===== src/rtl/bcd_stopwatch_ctrl_pkg.sv =====
// Shared types for the BCD stopwatch controller: FSM states, BCD limit and
// the command priority encoding used by the control path.
package bcd_sw_pkg;

    typedef enum logic [1:0] {
        IDLE,
        RUN,
        STOP,
        LAP
    } state_t;

    typedef enum logic [1:0] {
        CMD_NONE,
        CMD_CLEAR,
        CMD_START_STOP,
        CMD_LAP
    } cmd_t;

    localparam logic [3:0] BCD_MAX = 4'd9;

    // Only one command survives per cycle: clear beats start_stop beats lap.
    function automatic cmd_t decodeCmd(input logic clearIn,
                                       input logic startStopIn,
                                       input logic lapIn);
        cmd_t cmd;
        cmd = CMD_NONE;
        if (clearIn)
            cmd = CMD_CLEAR;
        else if (startStopIn)
            cmd = CMD_START_STOP;
        else if (lapIn)
            cmd = CMD_LAP;
        return cmd;
    endfunction

endpackage


===== src/rtl/bcd_stopwatch_ctrl_if.sv =====
// Command and display bundle between the button pulse logic (master) and the
// stopwatch controller (slave).
interface bcd_stopwatch_ctrl_if #(
    parameter int DIGITS = 4
);
    logic                  start_stop;
    logic                  lap;
    logic                  clear;
    logic [4*DIGITS-1:0]   count;
    logic [4*DIGITS-1:0]   display;
    logic                  running;
    logic                  lap_active;
    logic                  overflow;

    modport master (
        output start_stop, lap, clear,
        input  count, display, running, lap_active, overflow
    );

    modport slave (
        input  start_stop, lap, clear,
        output count, display, running, lap_active, overflow
    );
endinterface


===== src/rtl/bcd_stopwatch_ctrl_digit_en.sv =====
// One synchronous BCD digit with count enable; co ripples into the next digit.
module bcd_digit_en
    import bcd_sw_pkg::*;
(
    input  logic       clk,
    input  logic       rst,
    input  logic       clr,
    input  logic       en,
    output logic [3:0] q,
    output logic       co
);

    logic [3:0] q_q;

    always_ff @(posedge clk or posedge rst) begin
        if (rst)
            q_q <= 4'd0;
        else if (clr)
            q_q <= 4'd0;
        else if (en)
            q_q <= (q_q == BCD_MAX) ? 4'd0 : q_q + 4'd1;
    end

    assign q  = q_q;
    assign co = en & (q_q == BCD_MAX);

endmodule


===== src/rtl/bcd_stopwatch_ctrl.sv =====
// Run/stop/lap/clear controller: FSM, prescaler, lap capture and overflow
// flag driving a cascade of bcd_digit_en counters.
module bcd_stopwatch_ctrl
    import bcd_sw_pkg::*;
#(
    parameter int DIGITS   = 4,
    parameter int TICK_DIV = 10
) (
    input  logic                 clk,
    input  logic                 rst,
    bcd_stopwatch_ctrl_if.slave  sw
);

    localparam int            PW        = $clog2(TICK_DIV);
    localparam logic [PW-1:0] PRESC_MAX = PW'(TICK_DIV - 1);

    state_t              state_q, state_d;
    logic [PW-1:0]       presc_q, presc_d;
    logic [4*DIGITS-1:0] lapReg_q, lapReg_d;
    logic                overflow_q, overflow_d;
    logic                running_q, lapActive_q;

    cmd_t                cmd;
    logic                active;
    logic                tick;
    logic [DIGITS-1:0]   en;
    logic [DIGITS-1:0]   co;
    logic [4*DIGITS-1:0] countW;

    assign cmd    = decodeCmd(sw.clear, sw.start_stop, sw.lap);
    assign active = (state_q == RUN) || (state_q == LAP);

    // A stop or clear landing on the tick edge swallows that tick.
    assign tick = active && (presc_q == PRESC_MAX)
                  && (cmd != CMD_CLEAR) && (cmd != CMD_START_STOP);

    always_comb begin
        state_d = state_q;
        unique case (cmd)
            CMD_CLEAR: state_d = IDLE;
            CMD_START_STOP: begin
                unique case (state_q)
                    IDLE, STOP: state_d = RUN;
                    RUN, LAP:   state_d = STOP;
                    default:    state_d = IDLE;
                endcase
            end
            CMD_LAP: begin
                if (state_q == RUN)
                    state_d = LAP;
                else if (state_q == LAP)
                    state_d = RUN;
            end
            default: state_d = state_q;
        endcase
    end

    // Prescaler freezes outside RUN/LAP so a resume keeps its phase.
    always_comb begin
        presc_d    = presc_q;
        lapReg_d   = lapReg_q;
        overflow_d = overflow_q;
        if (cmd == CMD_CLEAR) begin
            presc_d    = '0;
            lapReg_d   = '0;
            overflow_d = 1'b0;
        end else begin
            if (active && (cmd != CMD_START_STOP))
                presc_d = (presc_q == PRESC_MAX) ? '0 : presc_q + 1'b1;
            if ((state_q == RUN) && (cmd == CMD_LAP))
                lapReg_d = countW;
            if (co[DIGITS-1])
                overflow_d = 1'b1;
        end
    end

    always_ff @(posedge clk or posedge rst) begin
        if (rst) begin
            state_q     <= IDLE;
            presc_q     <= '0;
            lapReg_q    <= '0;
            overflow_q  <= 1'b0;
            running_q   <= 1'b0;
            lapActive_q <= 1'b0;
        end else begin
            state_q     <= state_d;
            presc_q     <= presc_d;
            lapReg_q    <= lapReg_d;
            overflow_q  <= overflow_d;
            running_q   <= (state_d == RUN) || (state_d == LAP);
            lapActive_q <= (state_d == LAP);
        end
    end

    for (genvar k = 0; k < DIGITS; k++) begin : g_digit
        if (k == 0) begin : g_first
            assign en[k] = tick;
        end else begin : g_rest
            assign en[k] = co[k-1];
        end

        bcd_digit_en u_digit (
            .clk (clk),
            .rst (rst),
            .clr (cmd == CMD_CLEAR),
            .en  (en[k]),
            .q   (countW[4*k +: 4]),
            .co  (co[k])
        );
    end

    assign sw.count      = countW;
    assign sw.display    = lapActive_q ? lapReg_q : countW;
    assign sw.running    = running_q;
    assign sw.lap_active = lapActive_q;
    assign sw.overflow   = overflow_q;

endmodule


===== src/flat_wrapper.sv =====
// flat-port wrapper written by rule: the top's interface ports become plain ports
module bcd_stopwatch_ctrl_flat import bcd_sw_pkg::*;
#(
    parameter int DIGITS   = 4,
    parameter int TICK_DIV = 10
)
  (clk, rst, sw_start_stop, sw_lap, sw_clear, sw_count, sw_display, sw_running, sw_lap_active, sw_overflow);
  bcd_stopwatch_ctrl_if #(.DIGITS(DIGITS)) sw_i ();
  input  logic clk;
  input  logic rst;
  input wire logic [$bits(sw_i.start_stop)-1:0] sw_start_stop;
  input wire logic [$bits(sw_i.lap)-1:0] sw_lap;
  input wire logic [$bits(sw_i.clear)-1:0] sw_clear;
  output wire logic [$bits(sw_i.count)-1:0] sw_count;
  output wire logic [$bits(sw_i.display)-1:0] sw_display;
  output wire logic [$bits(sw_i.running)-1:0] sw_running;
  output wire logic [$bits(sw_i.lap_active)-1:0] sw_lap_active;
  output wire logic [$bits(sw_i.overflow)-1:0] sw_overflow;
  assign sw_i.start_stop = sw_start_stop;
  assign sw_i.lap = sw_lap;
  assign sw_i.clear = sw_clear;
  assign sw_count = sw_i.count;
  assign sw_display = sw_i.display;
  assign sw_running = sw_i.running;
  assign sw_lap_active = sw_i.lap_active;
  assign sw_overflow = sw_i.overflow;
  bcd_stopwatch_ctrl #(.DIGITS(DIGITS), .TICK_DIV(TICK_DIV)) u_core (.clk(clk), .rst(rst), .sw(sw_i));
endmodule

===== config.mk =====
export PLATFORM = sky130hd
export DESIGN_NAME = bcd_stopwatch_ctrl_flat
export DESIGN_NICKNAME = d
export VERILOG_FILES = /design/src/rtl/bcd_stopwatch_ctrl_pkg.sv /design/src/rtl/bcd_stopwatch_ctrl_if.sv /design/src/rtl/bcd_stopwatch_ctrl_digit_en.sv /design/src/rtl/bcd_stopwatch_ctrl.sv /design/src/flat_wrapper.sv
export SDC_FILE = /design/constraint.sdc
export NUM_CORES = 1
export LEC_CHECK = 0
export CAP_MARGIN = 20
export CORE_UTILIZATION = 45
export CTS_BUF_LIST = sky130_fd_sc_hd__clkbuf_8
export CTS_CLUSTER_SIZE = 20
export DETAILED_ROUTE_END_ITERATION = 8
export DONT_BUFFER_PORTS = 1
export PLACE_DENSITY = 0.7
export SYNTH_ARGS = -nofsm -noshare
export SYNTH_HDL_FRONTEND = slang
export SYNTH_SLANG_ARGS = --single-unit
export TNS_END_PERCENT = 5

===== constraint.sdc =====
create_clock -name clk -period 5.1 [get_ports clk]
set_clock_uncertainty 0.05 [all_clocks]
set_input_delay 1.02 -clock clk [delete_from_list [all_inputs] [get_ports clk]]
set_output_delay 1.02 -clock clk [all_outputs]
set_load 0.05 [all_outputs]

== Yosys cells after proc, flatten, opt, wreduce, memory -nomap -nowiden ==
Index checks and enable logic that the tools add are counted.
Widths: inputs -> output; s select.

* Reduce and logical (&&, ||, !) cells: 17
* Add/subtract/negate cells: 5
* Equal/unequal tests: 15
* Bitwise logic cells: 4
* Multiplexer cells: 27

{| class="wikitable"
|+ Operators with widths
! operator !! count
|-
| $mux 4 || 15
|-
| $mux 16 || 3
|-
| $add 4x1->4 const B || 5
|-
| $eq 4x4->1 const B || 5
|-
| $reduce_bool 2->1 || 7
|-
| $eq 2x2->1 const B || 5
|-
| $mux 2 || 5
|-
| $eq 2x1->1 const B || 3
|-
| $pmux 2 s3 || 1
|-
| $logic_and 1x1->1 || 5
|-
| $and 1x1->1 || 4
|-
| $pmux 2 s2 || 1
|-
| $reduce_or 2->1 || 2
|-
| $logic_not 2->1 || 1
|-
| $logic_or 1x1->1 || 2
|-
| $mux 1 || 2
|-
| $ne 2x1->1 const B || 1
|-
| $ne 2x2->1 const B || 1
|}

* Logic and storage cells: 78
* Register bits: 41
* Input port bits: 5

== Depth between registers and ports, before layout ==
Gate-level depths: netlist of the first run.

* Depth after elaboration: 12
* Mapped depth: 8
* Mapped depth without buffers: 6

== Hierarchy ==
A second synthesis of the first run with hierarchy kept.

* Cells, all modules: 253
* Area, all modules: 2301.0 µm²

{| class="wikitable"
|+ Modules (own cells, without submodules)
! module !! cells each !! area each (µm²) !! sequential area each (µm²) !! instances
|-
| bcd_stopwatch_ctrl || 145 || 1325.0 || 600.6 || 1
|-
| bcd_digit_en || 27 || 244.0 || 100.1 || 4
|}

== Least setup slack after synthesis of the first run ==
OpenSTA, ideal clock, no wires.

* Kind: reg-to-output
* Start: register u_core.lapActive_q, in the netlist u_core.sw.lap_active
* End: output sw_display[5]
* Slack: 2091 ps
* Buffers on the path: 1
* Arrival time: 1939 ps
* Cell stages (with the launch flop): 3
* Path through: dfrtp_1 clkbuf_1 o21ai_0

* Longest elaborated chain between the ends: 1

{| class="wikitable"
|+ Ends and longest elaborated chain
! item !! line !! source
|-
| from (decl) || bcd_stopwatch_ctrl.sv:21 || <nowiki>logic running_q, lapActive_q;</nowiki>
|-
| from (signal assigned) || bcd_stopwatch_ctrl.sv:91 || <nowiki>lapActive_q <= (state_d == LAP);</nowiki>
|-
| $mux 16 || bcd_stopwatch_ctrl.sv:113 || <nowiki>assign sw.display = lapActive_q ? lapReg_q : countW;</nowiki>
|-
| to (decl) || flat_wrapper.sv:15 || <nowiki>output wire logic [$bits(sw_i.display)-1:0] sw_display;</nowiki>
|}

Every way passes these cells.

== Worst setup path after layout of the first run ==
* Start: register u_core.g_digit[1].u_digit.q_q[1]
* End: output sw_display[5]

* Longest elaborated chain between the ends: 1

{| class="wikitable"
|+ Ends and longest elaborated chain
! item !! line !! source
|-
| from (decl) || bcd_stopwatch_ctrl_digit_en.sv:13 || <nowiki>logic [3:0] q_q;</nowiki>
|-
| from (signal assigned) || bcd_stopwatch_ctrl_digit_en.sv:21 || <nowiki>q_q <= (q_q == BCD_MAX) ? 4'd0 : q_q + 4'd1;</nowiki>
|-
| $mux 16 || bcd_stopwatch_ctrl.sv:113 ||
|}

Every way passes these cells.

==> flow_summary.toml, run 1 <==
[pwr]
powerDensity_nw_per_um2 = 253
leakage_nw = 1.03
irDropWorstVdd_mv = 0.124

[worst_setup_path]
max_stage_delay_ps = 770
cp_slowest_cell = "o21ai_1"
critical_path.max_fanout = 7
critical-path-top-delay-family = "compound AO/OA/AOI/OAI gates"
reg2regPathDepth = 5
critPathLaunch = "u_core.g_digit[1].u_digit.q[1]$_DFFE_PP0P_"
reg2reg_slack_ps = 2520
path_cells = "inv_1 -> o21ai_1"
critPathBufInv = 1
regToRegStartpoint = "u_core.g_digit[0].u_digit.q[0]$_DFFE_PP0P_"
critPathCaptureType = "primary output"
cp.arrival_ps = 1950
criticalPathCategory = "flop to primary output"
start_kind = "flop"
rr_endpoint = "u_core.g_digit[3].u_digit.q[1]$_DFFE_PP0P_"
required_ps = 4030

[layout]
design_area_um2 = 2440
instances_no_fill = 318
syn2layout_area_growth_pct = 6.43
num_antenna_cells = 0
layout-drive-gt1-share_pct = 9.56
final_core_util_pct = 50.7
fin_nets = 268

[route]
wl_per_cell_um = 15.9
antenna_left = 0
drt_first_pass_iters = 4
drt-initial-drc-count = 94
viasPerCell = 5.80
drcViolationCount = 0
postRouteWirelength_um = 5060
vias = 1843

[place]
place_inst = 311
post_dp_cell_area_um2 = 2340
post-dp-hpwl_um = 3280
io_buffers = 0
gp_congestion = 0.789

[yosys]
syn_inst = 254
syn-cell-area_um2 = 2300
synth_fp_nets = 271
synth-edff-count = 0
synth_most_common_cell = "nand2_1"
synth_top_area_cell = "dfrtp_1"
synth.top_cell.area_share_pct = 44.7
async_reset_ff_share_pct = 100
synth_flop_cell = "dfrtp_1"
seq_area_frac_synth_pct = 44.7
postSynthAreaPerCell_um2 = 9.04
synth.area.top_cells = "dfrtp_1 (45%), nand2_1 (7.7%), a21oi_1 (7.4%)"
synth.distinct_cells = 36
yosysWarnings = 0
netlist_top_cells_count = "nand2_1 (47), dfrtp_1 (41), a21oi_1 (34)"
ys_seq_elements = 41

[global_route]
grt_pass1_vias = 1601
grt_pass1_wl_um = 7910
grt-ovfl-total = 0
antenna_found_initial = 0
grt_max_degree = 45
grt_usage_pct = 19.5

[floorplan]
die_height_um = 73.4
die_w_um = 73.4
start_util_pct = 47.7
io_pins = 40
coreArea_um2 = 4820
fp-row-count = 25
die_area_um2 = 5390

[cts]
numClockSinks = 41
clkTransAtPathRegs_ps = 80
cts_hold_repair.buffers = 0
cts_root_buf = "clkbuf_8"
cts_made_buffers = 5
tritoncts = "yes"
ctsResizeCount = 0
htree_num_levels = 2
cts_buffer_depth = 2
clock_latency_ps = 290
post_cts_buffers = 0

[timing]
slew_viol_final = 0
hold_viol_final = 0
finalCriticalPeriod_ps = 3020
hold_ws_ps = 465
fin_setup_tns_ps = 0
worst_slew_pin_slew_ps = 942
max_slew_margin_pct = 36.8
post-route-period-util_pct = 59.2
fmax_mhz = 331
grt_setup_unrepaired = "false"
setup_violations = 0

[run_status]
status = "finished, final reports clean"

[worst_hold_path]
hold_start = "u_core.lapReg_q[8]$_DFFE_PP0P_"
min_path_type = "flop to flop"
min_path_cells = 2
holdPathEnd = "u_core.lapReg_q[8]$_DFFE_PP0P_"

[flow_run]
cap_viol_max_count = 0
flip-flops by register name (all words and copies together) (netlist names):
signal,cells
u_core.g_digit.u_digit.q,16
u_core.lapReg_q,16
u_core.presc_q,4
u_core.state_q,2
u_core.sw.lap_active,1
u_core.sw.overflow,1
u_core.sw.running,1
kinds of logic after synthesis:
group	Yosys count	share of synthesized area, %
flip-flops	41	44.7
AO/OA/AOI/OAI	60	14.6
buffers and inverters	22	4.03
multiplexers	14	6.76
adder cells (fa/ha/maj)	12	6.54
AND/OR/NAND/NOR	105	23.4
power by group:
part | internal (mW) | leakage, nW | switching (mW)
clock | 0.142 | 0.0540 | 0.115
sequential | 0.328 | 0.570 | 0.00547
combinational | 0.00861 | 0.408 | 0.0204
total | 0.479 | 1.03 | 0.141
worst max path at each step:
| stage | cells after the start | to | slack, ps |
|---|---|---|---|
| after global placement | 2 | sw_display[9] | 2460 |
| final | 2 | sw_display[5] | 2080 |
| after global routing | 2 | sw_display[5] | 1990 |
| after floorplan | 2 | sw_display[5] | 2090 |
| after detailed placement | 2 | sw_display[5] | 2410 |
| after CTS | 2 | sw_display[5] | 2080 |
tightest hold or removal path, stage by stage, from the launching register on:
cell and delay (ps):
dfrtp_1 380, nand2_1 50, a21oi_1 50
cells in the final DEF (no fill, tap or decap):
| master | Yosys | layout |
|---|---|---|
| nand3b_1 | 4 | 4 |
| buf_4 | 0 | 2 |
| a211o_1 | 1 | 1 |
| and4bb_1 | 1 | 1 |
| a21boi_0 | 1 | 1 |
| o21ba_2 | 1 | 1 |
| or3_1 | 4 | 4 |
| nand3_1 | 5 | 5 |
| a41oi_1 | 1 | 1 |
| nand2_1 | 47 | 47 |
| mux2i_1 | 2 | 2 |
| nand4bb_1 | 2 | 2 |
| nor4_1 | 4 | 4 |
| a311oi_1 | 1 | 1 |
| o21ai_1 | 0 | 4 |
| a21oi_1 | 34 | 34 |
| o21bai_2 | 1 | 1 |
| nor4_4 | 1 | 1 |
| clkbuf_8 | 0 | 5 |
| and2_1 | 1 | 1 |
| o21ai_0 | 15 | 11 |
| or4_1 | 3 | 3 |
| clkinv_2 | 0 | 1 |
| and3b_1 | 5 | 5 |
| o31ai_1 | 1 | 1 |
| ha_1 | 12 | 12 |
| inv_1 | 10 | 10 |
| a31oi_1 | 2 | 2 |
| nand4_1 | 2 | 2 |
| nor3b_1 | 2 | 2 |
| a211oi_1 | 1 | 1 |
| bufinv_16 | 0 | 1 |
| nor2_1 | 20 | 20 |
| dfrtp_1 | 41 | 41 |
| mux2_2 | 12 | 12 |
| nand4b_1 | 1 | 1 |
| o21a_1 | 1 | 1 |
| nor3_1 | 3 | 3 |
area by class of cell:
class | count | area, um2
inverter | 10 | 37.5
tap | 67 | 83.8
clock inverter | 2 | 35.0
fill | 469 | 2370
clock buffer | 5 | 68.8
timing repair buffer | 2 | 15.0
sequential | 41 | 1030
multi-input combinational | 191 | 1180
metrics by stage:
step                worst slack, ps  power (mW)
floorplan                      2090       0.367
global placement               2460       0.369
detailed placement             2410       0.369
CTS                            2080       0.623
global route                   1990       0.640
finish                         2080       0.619
metal layers:
metal	up-vias	wire length (um)	part of all wire, %	global-route usage (%)
li1	879	-	-	-
met5	-	0	0	0
met1	915	2450	48	27.5
met4	0	65	1.3	6.62
met2	42	2280	45	29.0
met3	7	273	5.4	4.94
No activity file was read; power rests on OpenSTA's default activity.
==> inputs of run 2 (changes only) <==
--- a/config.mk
+++ b/config.mk
@@ -11,7 +11,7 @@
 export CTS_CLUSTER_SIZE = 20
 export DETAILED_ROUTE_END_ITERATION = 8
 export DONT_BUFFER_PORTS = 1
-export PLACE_DENSITY = 0.7
+export PLACE_DENSITY = 0.72
 export SYNTH_ARGS = -nofsm -noshare
 export SYNTH_HDL_FRONTEND = slang
 export SYNTH_SLANG_ARGS = --single-unit
==> constraint.sdc (replaced) <==
create_clock -name clk -period 2.72 [get_ports clk]
set_clock_uncertainty 0.05 [all_clocks]
set_input_delay 0.544 -clock clk [delete_from_list [all_inputs] [get_ports clk]]
set_output_delay 0.544 -clock clk [all_outputs]
set_load 0.05 [all_outputs]
==> run 2 against run 1 <==
Net effect:
- via count is 2.0% higher
- total power is 93% higher
- sequential share of layout area is 2.3 points lower
- highest routed layer unchanged
- routed wire length is 3.4% higher
- core utilization is 3.0 points higher
- final cell count is 5.7% higher
- clock-buffer cell count is 1 higher
- clock power is 100% higher
==> flow_summary.toml, run 2 (synthesis gave the netlist of run 1 again) <==
[cts]
htree_num_levels = 2
cts_hold_repair.buffers = 0
post_cts_buffers = 0
cts_root_buf = "clkbuf_8"
numClockSinks = 41
ctsResizeCount = 0
clock_latency_ps = 300
cts_made_buffers = 5
cts_buffer_depth = 2
clkTransAtPathRegs_ps = 80
tritoncts = "yes"

[route]
drt_first_pass_iters = 4
drcViolationCount = 0
postRouteWirelength_um = 5240
viasPerCell = 5.60
drt-initial-drc-count = 171
dr.max_layer_used = "met4"
met3_wirelength_um = 297
wl_per_cell_um = 15.6
wl_met2_um = 2440
antenna_left = 0
met1Wirelength_um = 2440
vias = 1880

[floorplan]
fp-row-count = 25
start_util_pct = 47.7
coreArea_um2 = 4820
die_w_um = 73.4
die_height_um = 73.4
die_area_um2 = 5390
io_pins = 40

[pwr]
p_sw_uw = 263
pwr-share-seq_pct = 52.6
leakage_nw = 1.13
p_comb_share_pct = 4.4
power_mw = 1.19
powerDensity_nw_per_um2 = 461
p_clk_share_pct = 43.0
internal_power_uw = 930
swShare_pct = 22.0
irDropWorstVdd_mv = 0.219

[place]
io_buffers = 0
post_dp_cell_area_um2 = 2470
gp_congestion = 0.813
post-dp-hpwl_um = 3530
place_inst = 328

[worst_setup_path]
critPathCaptureType = "primary output"
start_kind = "flop"
required_ps = 2130
critical_path.max_fanout = 20
cp.arrival_ps = 1700
criticalPathCategory = "flop to primary output"
reg2regPathDepth = 6

[timing]
worst_slew_pin_slew_ps = 783
post-route-period-util_pct = 84.4
setup_violations = 0
fin_setup_tns_ps = 0
slew_viol_final = 0
finalCriticalPeriod_ps = 2300
grt_setup_unrepaired = "false"
fmax_mhz = 436
max_slew_margin_pct = 47.8
hold_viol_final = 0

[global_route]
grt_max_degree = 45
grt_usage_pct = 21.6
antenna_found_initial = 0
grt_pass1_vias = 1847
grt_pass1_wl_um = 8870
grt-ovfl-total = 0

[layout]
instances_no_fill = 336
final_cell_mix = "nand2_1 (47), dfrtp_1 (41), a21oi_1 (34), nor2_1 (20), buf_4 (19)"
layout_commonest_cell = "nand2_1"
num_antenna_cells = 0
syn2layout_area_growth_pct = 12.7
final_core_util_pct = 53.7
design_area_um2 = 2590
layout-drive-gt1-share_pct = 15.6
fin_nets = 285

[flow_run]
cap_viol_max_count = 0

[run_status]
status = "finished, final reports clean"

[worst_hold_path]
min_path_type = "input pin to async pin"
-- run 2: area by class of cell --
cell class	count	area, um2
Multi-Input combinational cell	191	1180
Sequential cell	41	1030
Timing Repair Buffer	19	143
Clock buffer	6	82.6
Tap cell	67	83.8
Fill cell	480	2230
Clock inverter	2	37.5
Inverter	10	37.5
-- run 2: worst paths after layout --
path                                                               to  slack, ps                       startpoint
setup / recovery                                        sw_display[9]        420   u_core.sw.lap_active$_DFF_PP0_
hold / removal             u_core.g_digit[2].u_digit.q[1]$_DFFE_PP0P_        200                              rst
setup reg to reg           u_core.g_digit[3].u_digit.q[1]$_DFFE_PP0P_        580    u_core.presc_q[1]$_DFFE_PP0P_
max in group asynchronous                 u_core.state_q[1]$_DFF_PP0_       2040                              rst
min in group clk           u_core.g_digit[1].u_digit.q[3]$_DFFE_PP0P_        260                         sw_clear
hold reg to reg                       u_core.lapReg_q[12]$_DFFE_PP0P_        460  u_core.lapReg_q[12]$_DFFE_PP0P_
-- run 2: power by group through the flow --
stage | logic, mW | registers, mW | clock network (mW)
floorplan | 0.0509 | 0.637 | 0
global placement | 0.0525 | 0.639 | 0
detailed placement | 0.0540 | 0.639 | 0
CTS | 0.0540 | 0.627 | 0.524
global route | 0.0602 | 0.628 | 0.545
finish | 0.0525 | 0.627 | 0.513
-- run 2: routing by layer --
metal	track usage, %	vias to the layer above
met5	0	-
met4	7.69	0
li1	-	921
met3	4.66	6
met1	30.0	903
met2	33.3	50
-- run 2: worst max-delay path, cell delays in order, from the launching register on --
cell,delay [ps]
dfrtp_1,860
buf_4,230
nand2_1,50
o21ai_1,70
buf_4,210
-- run 2: stage by stage --
| stage | hold slack [ps] | setup WS [ps] |
|---|---|---|
| finish | 204 | 424 |
| detailed placement | 456 | 609 |
| CTS | 230 | 393 |
| global route | 250 | 232 |
| global placement | 450 | 680 |
| floorplan | 425 | 187 |
==> RTL change 1 (flow settings as in run 2) <==
Re-encode `state_t` (4 states) as one-hot, 4 bits wide.
--- a/src/rtl/bcd_stopwatch_ctrl_pkg.sv
+++ b/src/rtl/bcd_stopwatch_ctrl_pkg.sv
@@ -3,9 +3,9 @@
 package bcd_sw_pkg;
 
-    typedef enum logic [1:0] {
-        IDLE,
-        RUN,
-        STOP,
-        LAP
+    typedef enum logic [3:0] {
+        IDLE = 4'b0001,
+        RUN  = 4'b0010,
+        STOP = 4'b0100,
+        LAP  = 4'b1000
     } state_t;
 
Check against the original RTL: same outputs for any inputs over 10 cycles, from zero or initial values and one cycle with rst high; not proved beyond that.
==> RTL change 1 against run 2 <==
Sequential power increased by 5.6%. Synthesized area is 14% higher. Setup slack better by 0.16 ns. Die area grew 14%. Critical path depth down 3. Cell area up 8.0%. Sequential share of layout area down 1.1 points. Sequential cell count up 2. Total power shrank 4.8%. Largest power group unchanged. Wire length grew 1.6%. Via count is 3.1% higher.
==> RTL change 1: results (changes against run 2) <==
- Outcome: complete, no violations
- Crit path from: u_core.g_digit[3].u_digit.q[0]$_DFFE_PP0P_
- Seq/Total Area, Yosys: 41.1% (-3.6 points)
- Layout clock area frac: 3.05% (-1.6 points)
- Pre-CTS setup slack: 0.689 ns (+0.0802 ns)
- Worst R2R End: u_core.g_digit[2].u_digit.q[1]$_DFFE_PP0P_
- Wire length on met1: 2530 µm (+3.6%)
- DR WL met3: 254 µm (-14%)
- Largest net degree at the start of global routing: 50 (+11%)
- Maximum fanout along the worst path: 8 (-60%)
- First-pass GRT wire length: 9250 µm (+4.4%)
- Met2 GRT Util: 30.7% (-2.6 points)
- Comb. pwr: 0.0000676 W (+29%)
- Buffer share of cell area: 4.30% (-1.2 points)
- Non-CTS inverters: 10 (unchanged)
- GRT Total Usage: 18.9% (-2.7 points)
- CLK BUF: 5 (-1)
- Fraction of area in registers: 38.6% (-1.1 points)
- Crit path arrival time: 1.55 ns (-0.15 ns)
- Avg WL per Cell: 15.9 µm (+1.9%)
- Critical Path Sink: sw_display[12]
- WL met2: 2460 µm (+0.82%)
- Synth unique cells: 52 (+44%)
- Switching share of power: 25.2% (+3.2 points)
- Met3 usage: 4.88% (+0.22 points)
- Placer Congestion: 0.837 (+2.9%)
- Synth Net Count: 270 (-0.37%)
- Initial DRC count: 172 (+0.58%)
- Share of cells above drive strength 1: 20.9% (+5.3 points)
- Non-clk bufs: 16 (-3)
- Crit-path max cell delay: 0.78 ns (-0.08 ns)
- Clock share of power: 35.7% (-7.3 points)
- Fillers: 529 (+10%)
- #MultiIn Comb: 186 (-2.6%)
- Multi-input logic area: 1380 µm² (+18%)
- HPWL after DPL: 3460 µm (-2.0%)
- Worst-Margin Slew: 0.664 ns (-0.120 ns)
- Final Net Count: 277 (-2.8%)
- Worst vdd ir: 0.000257 V (+17%)
RTL change 1: changes by cell type after synthesis, sizes merged, moves of 3 or more:
cell,run 2,this run
mux2i,2,18
nor2b,0,5
or3,4,7
or4,3,6
nand3b,4,1
a21oi,34,15
nor3,3,6
nand2b,0,3
buf,3,8
mux2,12,15
nor2,20,25
nand2,47,16
nor4,5,1
RTL change 1: cell families after synthesis:
family          count (synthesis)  share of synthesized area (%)
compound gates                 47                           12.0
flops                          43                           41.1
buf+inv                        26                           6.11
mux                            33                           13.3
simple gates                   94                           21.3
fa+ha+maj                      10                           4.77
xor+xnor                        2                           1.38
RTL change 1: through the flow:
stage	area (µm²)	hold slack (ns)	total power, W	instances	utilization [%]
after global placement	2710	0.448	0.000741	327	48.6
after floorplan	2620	0.434	0.000752	255	-
after CTS	2790	0.237	0.00115	335	50.1
final	2790	0.207	0.00113	335	50.1
after global routing	2790	0.231	0.00118	335	50.1
after detailed placement	2710	0.460	0.000744	327	48.6
==> RTL change 2 (config.mk and constraints of run 2) <==
Made on the original files. `TICK_DIV` is set to 10 in 2 places; all go to 9.
--- a/src/rtl/bcd_stopwatch_ctrl.sv
+++ b/src/rtl/bcd_stopwatch_ctrl.sv
@@ -5,5 +5,5 @@
 #(
     parameter int DIGITS   = 4,
-    parameter int TICK_DIV = 10
+    parameter int TICK_DIV = 9
 ) (
     input  logic                 clk,
--- a/src/flat_wrapper.sv
+++ b/src/flat_wrapper.sv
@@ -3,5 +3,5 @@
 #(
     parameter int DIGITS   = 4,
-    parameter int TICK_DIV = 10
+    parameter int TICK_DIV = 9
 )
   (clk, rst, sw_start_stop, sw_lap, sw_clear, sw_count, sw_display, sw_running, sw_lap_active, sw_overflow);
Behaviour: no difference found for any inputs over 10 cycles, from zero or initial values and one cycle with rst high; that may be too few to reach the edited logic, so the function may still have changed.
==> RTL change 2 against run 2 <==
Setup slack gained 0.17 ns. Sequential cell count is the same. Synthesized area shrank 1.5%. Wire length shrank 5.6%. Total power shrank 1.2%. Cell area shrank 1.8%. Sequential share of layout area grew 0.72 points. Highest routed layer unchanged.
==> RTL change 2: results (changes against run 2) <==
- Outcome: complete, no violations
- Hold Path Class: primary input to asynchronous set/reset pin
- Initial antenna violation count: 0 (unchanged)
- Number of global-route vias before repair: 1730 (-6.3%)
- Leak Pwr: 1.13 nW (+0.41%)
- Avg WL per Cell: 15.1 µm (-3.3%)
- Area share of fa/ha/maj cells after synthesis: 6.64% (+0.098 points)
- CTS resizes: 0 (unchanged)
- Clock share of power: 42.4% (-0.6 points)
- CTS root buffer: clkbuf_8
- DR vias/cell: 5.61 (+0.20%)
- Final Net Count: 277 (-2.8%)
- Worst vdd ir: 0.000271 V (+24%)
- Comb power frac: 4.7% (+0.3 points)
- First-pass GRT wire length: 8220 µm (-7.2%)
- Max layer used: met4
- # diodes: 0 (unchanged)
- Via count: 1839 (-2.2%)
- Pre-CTS setup slack: 0.750 ns (+0.141 ns)
- Post-Synthesis Cells: 248 (-2.4%)
- Max-slew headroom: 49.8% (+2.1 points)
- Seq/Total Area, Yosys: 45.4% (+0.67 points)
- Post-Place Cells: 320 (-2.4%)
- Wire length on met1: 2250 µm (-8.1%)
- Synth Net Count: 265 (-2.2%)
- Crit path arrival time: 1.53 ns (-0.17 ns)
- Htree depth: 2 (unchanged)
- Share of cells above drive strength 1: 15.3% (-0.29 points)
- 1st-pass router iterations: 5 (+1)
- Placer Congestion: 0.726 (-11%)
- CP top delay family: flip-flops
- Initial DRC count: 111 (-35%)
- Post-synthesis compound-gate area fraction: 15.7% (+1.1 points)
- Power, Total: 0.00118 W (-1.2%)
- DR WL met3: 214 µm (-28%)
- P_sw: 0.000253 W (-3.8%)
- Maximum fanout along the worst path: 9 (-55%)
- Clk slew on worst S/H paths: 0.08 ns (about the same)
- DRT antenna net count: 0 (unchanged)
- Largest net degree at the start of global routing: 44 (-2.2%)
- Top post-synthesis cells by area: dfrtp_1, nand2_1, a21oi_1, ha_1, mux2_2
- WL met2: 2390 µm (-1.9%)
- Post-Synth XOR/XNOR Area: 0% (unchanged)
- Slowest cell on crit path: dfrtp_1
- Mux cell area share after synthesis: 6.36% (-0.40 points)
- GRT Total Usage: 20.4% (-1.2 points)
- YS warnings: 0 (unchanged)
- Met2 GRT Util: 32.0% (-1.3 points)
- Global routing met1 resource utilization: 27.5% (-2.5 points)
- Clock Tree Buf Depth: 2 (unchanged)
- Top post-synthesis cells by count: nand2_1, dfrtp_1, a21oi_1
- Crit-path max cell delay: 0.77 ns (-0.09 ns)
- DP Area: 2420 µm² (-1.7%)
- Met3 usage: 4.56% (-0.11 points)
- HPWL after DPL: 3270 µm (-7.3%)
==> RTL change 2: worst paths after layout <==
path	from	slack (ns)	depth (start not counted)	end
setup / recovery	u_core.g_digit[2].u_digit.q[2]$_DFFE_PP0P_	0.60	1	sw_display[10]
hold / removal	rst	0.23	2	u_core.presc_q[3]$_DFFE_PP0P_
setup reg to reg	u_core.presc_q[0]$_DFFE_PP0P_	0.73	6	u_core.g_digit[2].u_digit.q[3]$_DFFE_PP0P_
hold reg to reg	u_core.lapReg_q[14]$_DFFE_PP0P_	0.46	2	u_core.lapReg_q[14]$_DFFE_PP0P_
max in group asynchronous	rst	2.03	2	u_core.g_digit[3].u_digit.q[2]$_DFFE_PP0P_
min in group clk	sw_clear	0.26	1	u_core.sw.running$_DFF_PP0_
==> RTL change 2: layout make-up <==
class                           count  area, µm²
Fill cell                         440       2240
Multi-Input combinational cell    182       1130
Sequential cell                    41       1030
Timing Repair Buffer               18        135
Tap cell                           67       83.8
Clock buffer                        6       82.6
Inverter                           12       45.0
Clock inverter                      2       33.8
